`src/rtl/cacheline_burst_adaptor_if.sv`:
```
// Bundles the cache-side line port and the memory-side 64-bit burst port.
// slave faces the adaptor, master faces whoever drives the cache and memory sides.
interface cacheline_burst_adaptor_if;
  logic [255:0] line_i;
  logic [255:0] line_o;
  logic [31:0]  address_i;
  logic         read_i;
  logic         write_i;
  logic         resp_o;
  logic [63:0]  burst_i;
  logic [63:0]  burst_o;
  logic [31:0]  address_o;
  logic         read_o;
  logic         write_o;
  logic         resp_i;

  modport slave (
    input  line_i, address_i, read_i, write_i, burst_i, resp_i,
    output line_o, resp_o, burst_o, address_o, read_o, write_o
  );

  modport master (
    output line_i, address_i, read_i, write_i, burst_i, resp_i,
    input  line_o, resp_o, burst_o, address_o, read_o, write_o
  );
endinterface

```
`src/rtl/cacheline_burst_adaptor.sv`:
```
// Splits 256-bit cache line fills/writebacks into four 64-bit memory beats, beat 0 = bits [63:0].
// resp_o pulses one cycle after the 4th accepted beat; resp_i low stalls the burst indefinitely.
module cacheline_burst_adaptor #(
  parameter int BEATS = 4
) (
  input logic                       clk,
  input logic                       rst,
  cacheline_burst_adaptor_if.slave  bus
);

  localparam logic [1:0] LAST_BEAT = 2'(BEATS - 1);

  typedef enum logic [1:0] {IDLE, READ, WRITE, DONE} state_t;

  state_t        state, state_nxt;
  logic [1:0]    cnt, cnt_nxt;
  logic [31:0]   addr_q, addr_nxt;
  logic [255:0]  line_buf, line_buf_nxt;
  logic [255:0]  fill_q, fill_nxt;
  logic          read_q, write_q, resp_q;
  logic [7:0]    beat_lsb;
  logic          unused_addr_lsb;

  assign beat_lsb        = {cnt, 6'b0};
  assign unused_addr_lsb = ^bus.address_i[4:0];

  always_comb begin
    state_nxt    = state;
    cnt_nxt      = cnt;
    addr_nxt     = addr_q;
    line_buf_nxt = line_buf;
    fill_nxt     = fill_q;
    case (state)
      IDLE: begin
        // A writeback wins over a simultaneous fill; the fill is picked up after DONE.
        if (bus.write_i) begin
          line_buf_nxt = bus.line_i;
          addr_nxt     = {bus.address_i[31:5], 5'b0};
          cnt_nxt      = 2'd0;
          state_nxt    = WRITE;
        end else if (bus.read_i) begin
          addr_nxt  = {bus.address_i[31:5], 5'b0};
          cnt_nxt   = 2'd0;
          state_nxt = READ;
        end
      end
      READ: begin
        if (bus.resp_i) begin
          line_buf_nxt[beat_lsb +: 64] = bus.burst_i;
          cnt_nxt = cnt + 2'd1;
          if (cnt == LAST_BEAT) begin
            // line_o only moves once the whole line has arrived.
            fill_nxt  = line_buf_nxt;
            state_nxt = DONE;
          end
        end
      end
      WRITE: begin
        if (bus.resp_i) begin
          cnt_nxt = cnt + 2'd1;
          if (cnt == LAST_BEAT) begin
            state_nxt = DONE;
          end
        end
      end
      DONE: begin
        state_nxt = IDLE;
      end
      default: begin
        state_nxt = IDLE;
      end
    endcase
  end

  always_ff @(posedge clk or posedge rst) begin
    if (rst) begin
      state    <= IDLE;
      cnt      <= 2'd0;
      addr_q   <= 32'd0;
      line_buf <= 256'd0;
      fill_q   <= 256'd0;
      read_q   <= 1'b0;
      write_q  <= 1'b0;
      resp_q   <= 1'b0;
    end else begin
      state    <= state_nxt;
      cnt      <= cnt_nxt;
      addr_q   <= addr_nxt;
      line_buf <= line_buf_nxt;
      fill_q   <= fill_nxt;
      read_q   <= (state_nxt == READ);
      write_q  <= (state_nxt == WRITE);
      resp_q   <= (state_nxt == DONE);
    end
  end

  assign bus.read_o    = read_q;
  assign bus.write_o   = write_q;
  assign bus.resp_o    = resp_q;
  assign bus.address_o = addr_q;
  assign bus.line_o    = fill_q;
  assign bus.burst_o   = write_q ? line_buf[beat_lsb +: 64] : 64'd0;

endmodule

```
`src/flat_wrapper.sv`:
```
// flat-port wrapper written by rule: the top's interface ports become plain ports
module cacheline_burst_adaptor_flat 
#(
  parameter int BEATS = 4
)
  (clk, rst, bus_line_i, bus_address_i, bus_read_i, bus_write_i, bus_burst_i, bus_resp_i, bus_line_o, bus_resp_o, bus_burst_o, bus_address_o, bus_read_o, bus_write_o);
  cacheline_burst_adaptor_if bus_i ();
  input logic clk;
  input logic rst;
  input wire logic [$bits(bus_i.line_i)-1:0] bus_line_i;
  input wire logic [$bits(bus_i.address_i)-1:0] bus_address_i;
  input wire logic [$bits(bus_i.read_i)-1:0] bus_read_i;
  input wire logic [$bits(bus_i.write_i)-1:0] bus_write_i;
  input wire logic [$bits(bus_i.burst_i)-1:0] bus_burst_i;
  input wire logic [$bits(bus_i.resp_i)-1:0] bus_resp_i;
  output wire logic [$bits(bus_i.line_o)-1:0] bus_line_o;
  output wire logic [$bits(bus_i.resp_o)-1:0] bus_resp_o;
  output wire logic [$bits(bus_i.burst_o)-1:0] bus_burst_o;
  output wire logic [$bits(bus_i.address_o)-1:0] bus_address_o;
  output wire logic [$bits(bus_i.read_o)-1:0] bus_read_o;
  output wire logic [$bits(bus_i.write_o)-1:0] bus_write_o;
  assign bus_i.line_i = bus_line_i;
  assign bus_i.address_i = bus_address_i;
  assign bus_i.read_i = bus_read_i;
  assign bus_i.write_i = bus_write_i;
  assign bus_i.burst_i = bus_burst_i;
  assign bus_i.resp_i = bus_resp_i;
  assign bus_line_o = bus_i.line_o;
  assign bus_resp_o = bus_i.resp_o;
  assign bus_burst_o = bus_i.burst_o;
  assign bus_address_o = bus_i.address_o;
  assign bus_read_o = bus_i.read_o;
  assign bus_write_o = bus_i.write_o;
  cacheline_burst_adaptor #(.BEATS(BEATS)) u_core (.clk(clk), .rst(rst), .bus(bus_i));
endmodule
```
`config.mk`:
```
export PLATFORM = sky130hd
export DESIGN_NAME = cacheline_burst_adaptor_flat
export DESIGN_NICKNAME = d
export VERILOG_FILES = /design/src/rtl/cacheline_burst_adaptor_if.sv /design/src/rtl/cacheline_burst_adaptor.sv /design/src/flat_wrapper.sv
export SDC_FILE = /design/constraint.sdc
export NUM_CORES = 1
export LEC_CHECK = 0
export CORE_AREA = 10 10 265 267
export DETAILED_ROUTE_END_ITERATION = 12
export DIE_AREA = 0 0 275 277
export HOLD_SLACK_MARGIN = 0.15
export PLACE_DENSITY = 0.73
export SETUP_SLACK_MARGIN = 0.5
export SLEW_MARGIN = 20
export SYNTH_ARGS = -nofsm -noshare
export SYNTH_HDL_FRONTEND = slang
export SYNTH_SLANG_ARGS = --single-unit
```
`constraint.sdc`:
```
create_clock -name clk -period 20.7 [get_ports clk]
set_input_delay 3.105 -clock clk [delete_from_list [all_inputs] [get_ports clk]]
set_output_delay 3.105 -clock clk [all_outputs]
set_load 0.02 [all_outputs]
```
; ---- Word-level counts from Yosys, hierarchy flattened
; Index checks and enable logic that the tools add are counted.
[totals]
n_memories = 0
ram_bits = 0
in_bits = 357
wordCells = 49
romBits = 0
latchBits = 0
reg_bits = 551
out_inout_bits = 355
[classes]
shift = 3
n_addsub = 2
n_bitwise = 0
n_mux = 16
magnitude_cmp = 0
n_eq_ne = 11
n_reduce_logical = 9
n_div = 0
mul = 0
[ops]
columns = cell, n
row1 = 256-bit 2-to-1 mux, 2
row2 = 256-bit case mux with 2 select lines, 1
row3 = 256-bit bitwise mux, 1
row4 = 64-bit by 10-bit variable shift with 256-bit output (first input constant), 1
row5 = 256-bit by 9-bit indexed part select with 64-bit output, 1
row6 = 64-bit by 10-bit indexed part select with 256-bit output, 1
row7 = 32-bit 2-to-1 mux, 2
row8 = 64-bit 2-to-1 mux, 1
row9 = 2-bit 2-to-1 mux, 7
row10 = 2-bit equality test (second input constant), 5
row11 = 8-bit negation with 10-bit output, 1
row12 = 3-bit AND reduction, 3
row13 = 2-bit case mux with 3 select lines, 1
row14 = 2-bit nonzero test, 3
row15 = 2-bit by 1-bit equality test with 1-bit output (second input constant), 2
row16 = 2-bit != test (second input constant), 2
row17 = 2-bit case mux with 2 select lines, 1
row18 = 3-bit != test (second input constant), 1
row19 = 2-bit by 1-bit adder with 2-bit output (second input constant), 1
row20 = 2-bit logical NOT, 1
row21 = 2-bit by 1-bit != test with 1-bit output (second input constant), 1
row22 = 2-bit AND reduction, 1
row23 = 2-bit OR reduction, 1

; ---- Logic depth before layout (Yosys ltp)
[depth]
depth_word = 5
mapped_depth = 11

; ---- Worst setup path before layout
; OpenSTA, ideal clock, no wires.
[synth_timing]
kind = register to output
startpoint = reg u_core.cnt[0]
endpoint = out bus_burst_o[37]
stages_incl_launch_ff = 6
arrival_time_ns = 1.711
path_buffers = 3
setup_slack_ns = 15.884
t_required_ns = 17.595
path_cell_list = dfrtp_1 buf_2 buf_4 buf_4 mux4_2 and2_1
[synth_between]
elab_chain_len = 2
[synth_rtl]
columns = element, line
row1 = start: declaration, cacheline_burst_adaptor.sv:16  ; logic [1:0] cnt, cnt_nxt;
row2 = start signal: assignment, cacheline_burst_adaptor.sv:87  ; cnt <= cnt_nxt;
row3 = 256-bit by 9-bit indexed part select with 64-bit output, cacheline_burst_adaptor.sv:102  ; assign bus.burst_o = write_q ? line_buf[beat_lsb +: 64] : 64'd0;
row4 = 64-bit 2-to-1 mux, cacheline_burst_adaptor.sv:102
row5 = end: declaration, flat_wrapper.sv:18  ; output wire logic [$bits(bus_i.burst_o)-1:0] bus_burst_o;
; Every way passes these cells.

; ---- Final worst setup path
[layout_timing]
startpoint = reg u_core.cnt[0]
endpoint = out bus_burst_o[15]
; The elaborated chain is that of the path after synthesis.

==> impl_metrics.yaml <==
critical_path:
  timing.critical_path.from_type: "register"
  path_max_fanout: 42
  crit-reg2reg-capture: "u_core.bus.line_o[236]$_DFFE_PP0P_"
  worst_setup_path_end_kind: "output pin"
  worst_ep_required_time_ps: 17590
  setup.worst_path.class: "reg -> out"
  critical_path.slowest_cell: "sky130_fd_sc_hd__dfrtp_4"
  crit-reg2reg-launch: "u_core.cnt[0]$_DFFE_PP0P_"
  arrival_time_at_the_worst_endpoint_ps: 4010
  crit_path_max_incr_delay_ps: 1010
  worst_r2r_path_depth: 8
  critical_path_cell_by_cell: "buf_4 > mux4_2 > and2_1 > clkdlybuf4s50_1"
  rrSetupSlack_ps: 15630
detailed_routing:
  postRouteWirelength_um: 131900
  drc_errors: 0
  dr.first_iter.drc_count: 3885
  routedWlPerCell_um: 32.34
  routed_via_density: 6.773
  drt.antenna.violating_nets: 0
  drt_pre_antenna_iters: 6
  detailroute.via_count: 27634
logic_synthesis:
  yosysWarningCount: 0
  combinational_family_with_the_most_area_after_synthesis: "compound AO/OA/AOI/OAI gates"
  async_flop_share: 1.000
  synthAdderAreaFrac: 0.003941
  postSynthRegisterBits: 546
  synth_area_in_compound_gates: 0.2855
  synth.distinct_cells: 58
  synth_top_flop_cell: "sky130_fd_sc_hd__dfrtp_1"
  post_synth_and_or_nand_nor_area_fraction: 0.1141
  post_synth_mux_area_share: 0.06292
  synth-xor-area-share: 0
  yosysSeqAreaShare: 0.4782
  postSynthCellCount: 2664
  synth_enable_flop_cells: 0
  netlist_area_mm2: 0.02857
  avgSynthCellArea_um2: 10.73
pwr:
  power.static_leakage_nw: 15.21
  share_clk_of_total_power: 0.187
  swShare: 0.4307
  power.ir.vdd_worst_mv: 0.1089
  pwr-share-comb: 0.496
  power_report.internal_total_mw: 3.344
  power_switching_mw: 2.530
  power_density_mw_per_mm2: 155.5
  fin_total_pwr_mw: 5.874
  share_seq_of_total_power: 0.317
clocking:
  clk-insertion-delay-late_ps: 630
  max-clock-path-buffers: 3
  postCtsResizedCells: 0
  clock_tree_from_tritoncts: "done"
  htree_levels: 2
  cts_setup_buffers: 0
  cts.clk_slew.worst_paths_ps: 60
  cts_buffers: 59
  cts-hold-fix-buffers: 0
  cts_root_buffer: "sky130_fd_sc_hd__clkbuf_16"
  cts_num_sinks: 546
grt:
  first_global_vias: 28274
  initial_antenna_violation_count: 33
  grt-ovfl-total: 0
  grt_pass1_wl_um: 191500
  grt_use_total: 0.3328
  grt_max_degree: 165
layout:
  layout_common_cells: "sky130_fd_sc_hd__clkdlybuf4s50_1, sky130_fd_sc_hd__dfrtp_1, sky130_fd_sc_hd__o21ai_0, sky130_fd_sc_hd__nand2_1, sky130_fd_sc_hd__nor2b_1"
  nFillCells: 5450
  post-route-util: 0.5796
  layout.cells.most_common: "sky130_fd_sc_hd__clkdlybuf4s50_1"
  nets_finish: 3512
  layout-drive-gt1-share: 0.09524
  layout-area-overhead-vs-synth_pct: 32.16
hold_path:
  min_delay_path_depth: 2
  hold_path.class: "reg -> reg"
  worst_hold_startpoint: "u_core.bus.line_o[202]$_DFFE_PP0P_"
  hold-path-endpoint: "u_core.bus.line_o[202]$_DFFE_PP0P_"
sta:
  final.min_clock_period_ps: 7114
  slew_headroom: 0.1848
  finalSetupViolations: 0
  rsz0062_at_grt: "no"
  clock-skew-final_ps: 40.62
  share_of_the_clock_period_used_by_the_worst_path: 0.3437
  hold_viol: 0
  worst_slew_pin_slew_ps: 1223
  setup-tns-final_ps: 0
  timing_max_transition_violations_final: 0
  maxClockFrequency_ghz: 0.1406
floorplanning:
  initial_utilization: 0.4385
  die_height_um: 277
  coreArea_mm2: 0.06516
  placementRows: 94
  ports_placed_on_the_boundary: 712
  fp.dieArea_mm2: 0.07618
  width_of_the_die_um: 275
run_status:
  outcome: "complete, no violations"
job:
  maxCapViolations: 0
placed_design:
  gp_routability_congestion: 0.9205
  dp.final_hpwl_um: 83100
  placement.io_buffers: 701
-- Yosys cell counts, types with 12 or more instances --
library cell / instances / share of area
sky130_fd_sc_hd__a31oi_1: 46 / 0.010
sky130_fd_sc_hd__nand2b_1: 58 / 0.013
sky130_fd_sc_hd__o21ai_0: 312 / 0.055
sky130_fd_sc_hd__buf_1: 25 / 0.0033
sky130_fd_sc_hd__a22o_1: 61 / 0.019
sky130_fd_sc_hd__buf_2: 88 / 0.015
sky130_fd_sc_hd__dfrtp_1: 546 / 0.48
sky130_fd_sc_hd__mux4_2: 64 / 0.050
sky130_fd_sc_hd__clkbuf_1: 181 / 0.024
sky130_fd_sc_hd__buf_6: 18 / 0.0071
sky130_fd_sc_hd__and2_0: 31 / 0.0068
sky130_fd_sc_hd__inv_1: 12 / 0.0016
sky130_fd_sc_hd__a32oi_1: 102 / 0.031
sky130_fd_sc_hd__o221ai_2: 37 / 0.019
sky130_fd_sc_hd__o2bb2ai_1: 81 / 0.025
sky130_fd_sc_hd__a41oi_1: 83 / 0.025
sky130_fd_sc_hd__nor2b_1: 137 / 0.030
sky130_fd_sc_hd__a221o_1: 116 / 0.041
sky130_fd_sc_hd__nand2_1: 275 / 0.036
sky130_fd_sc_hd__a22oi_1: 107 / 0.028
sky130_fd_sc_hd__mux2_2: 27 / 0.011
sky130_fd_sc_hd__o211a_1: 53 / 0.019
sky130_fd_sc_hd__and2_1: 79 / 0.017
-- logic make-up (layout without fill, tap and decap cells) --
kind of cell	Yosys count	count (layout)
flip-flops	546	546
AND/OR/NAND/NOR	622	622
AO/OA/AOI/OAI	1048	1048
adder cells (fa/ha/maj)	9	9
other	1	29
multiplexers	95	95
buffers and inverters	343	867
-- sequential cells by signal (all words and copies together), names as in the netlist --
| register | flops |
|---|---|
| u_core.bus.line_o | 256 |
| u_core.line_buf | 256 |
| u_core.bus.address_o | 27 |
| u_core.cnt | 2 |
| u_core.state | 2 |
| u_core.bus.read_o | 1 |
| u_core.bus.resp_o | 1 |
| u_core.bus.write_o | 1 |
-- power groups by stage --
stage	clock [mW]	combinational, mW	sequential [mW]
floorplan	0	1.55	1.91
global placement	0	2.82	1.83
detailed placement	0	2.87	1.85
CTS	1.10	2.88	1.84
global route	1.14	3.06	1.89
finish	1.10	2.92	1.86
-- routing by layer --
layer / GRT usage / up-vias / part of all wire
met5: 0 / - / 0.00095
met4: 0.1896 / 20 / 0.056
met3: 0.1125 / 460 / 0.13
met2: 0.5189 / 2230 / 0.46
met1: 0.3961 / 13776 / 0.35
li1: - / 11148 / -
-- worst max path at each step --
stage / cells past startpoint / startpoint / slack [ps] / endpoint
after floorplan: 1 / rst / 2330 / u_core.bus.address_o[10]$_DFFE_PP0P_
after global placement: 5 / rst / 13780 / u_core.bus.address_o[24]$_DFFE_PP0P_
after detailed placement: 5 / rst / 13740 / u_core.bus.address_o[29]$_DFFE_PP0P_
after CTS: 4 / u_core.cnt[0]$_DFFE_PP0P_ / 13510 / bus_burst_o[15]
after global routing: 4 / u_core.cnt[0]$_DFFE_PP0P_ / 13380 / bus_burst_o[15]
final: 4 / u_core.cnt[0]$_DFFE_PP0P_ / 13590 / bus_burst_o[15]
-- metrics by stage --
step | worst slack (ps) | hold WS (ps) | instance area, um2 | std cells
5_1_grt | 13380 | 500.6 | 37750 | 4076
2_1_floorplan | 2331 | 464.9 | 28590 | 2668
6_report | 13590 | 481.2 | 37760 | 4080
4_1_cts | 13510 | 483.3 | 37690 | 4056
3_3_place_gp | 13780 | 461.6 | 35700 | 3947
3_5_place_dp | 13740 | 469.3 | 35720 | 3949
-- area by class of cell --
type                    instances  area, um2  area share
diodes                         24      60.06    0.001590
inverters                      16      73.82    0.001955
flip-flops and latches        546      13670      0.3620
clock buffers                  89       1752     0.04639
repair buffers                744       7371      0.1952
clock inverters                18      219.0    0.005798
well taps                     864       1081     0.02863
multi-input cells            1779      13540      0.3584
-- critical path, delay by kind of cell, from the launching register on --
| kind | cells | cell delay (ps) |
|---|---|---|
| and+or+nand+nor | 1 | 230 |
| DFF | 1 | 1010 |
| buffers and inverters | 2 | 1490 |
| muxes | 1 | 590 |
Power figures use the tool's default switching activity.
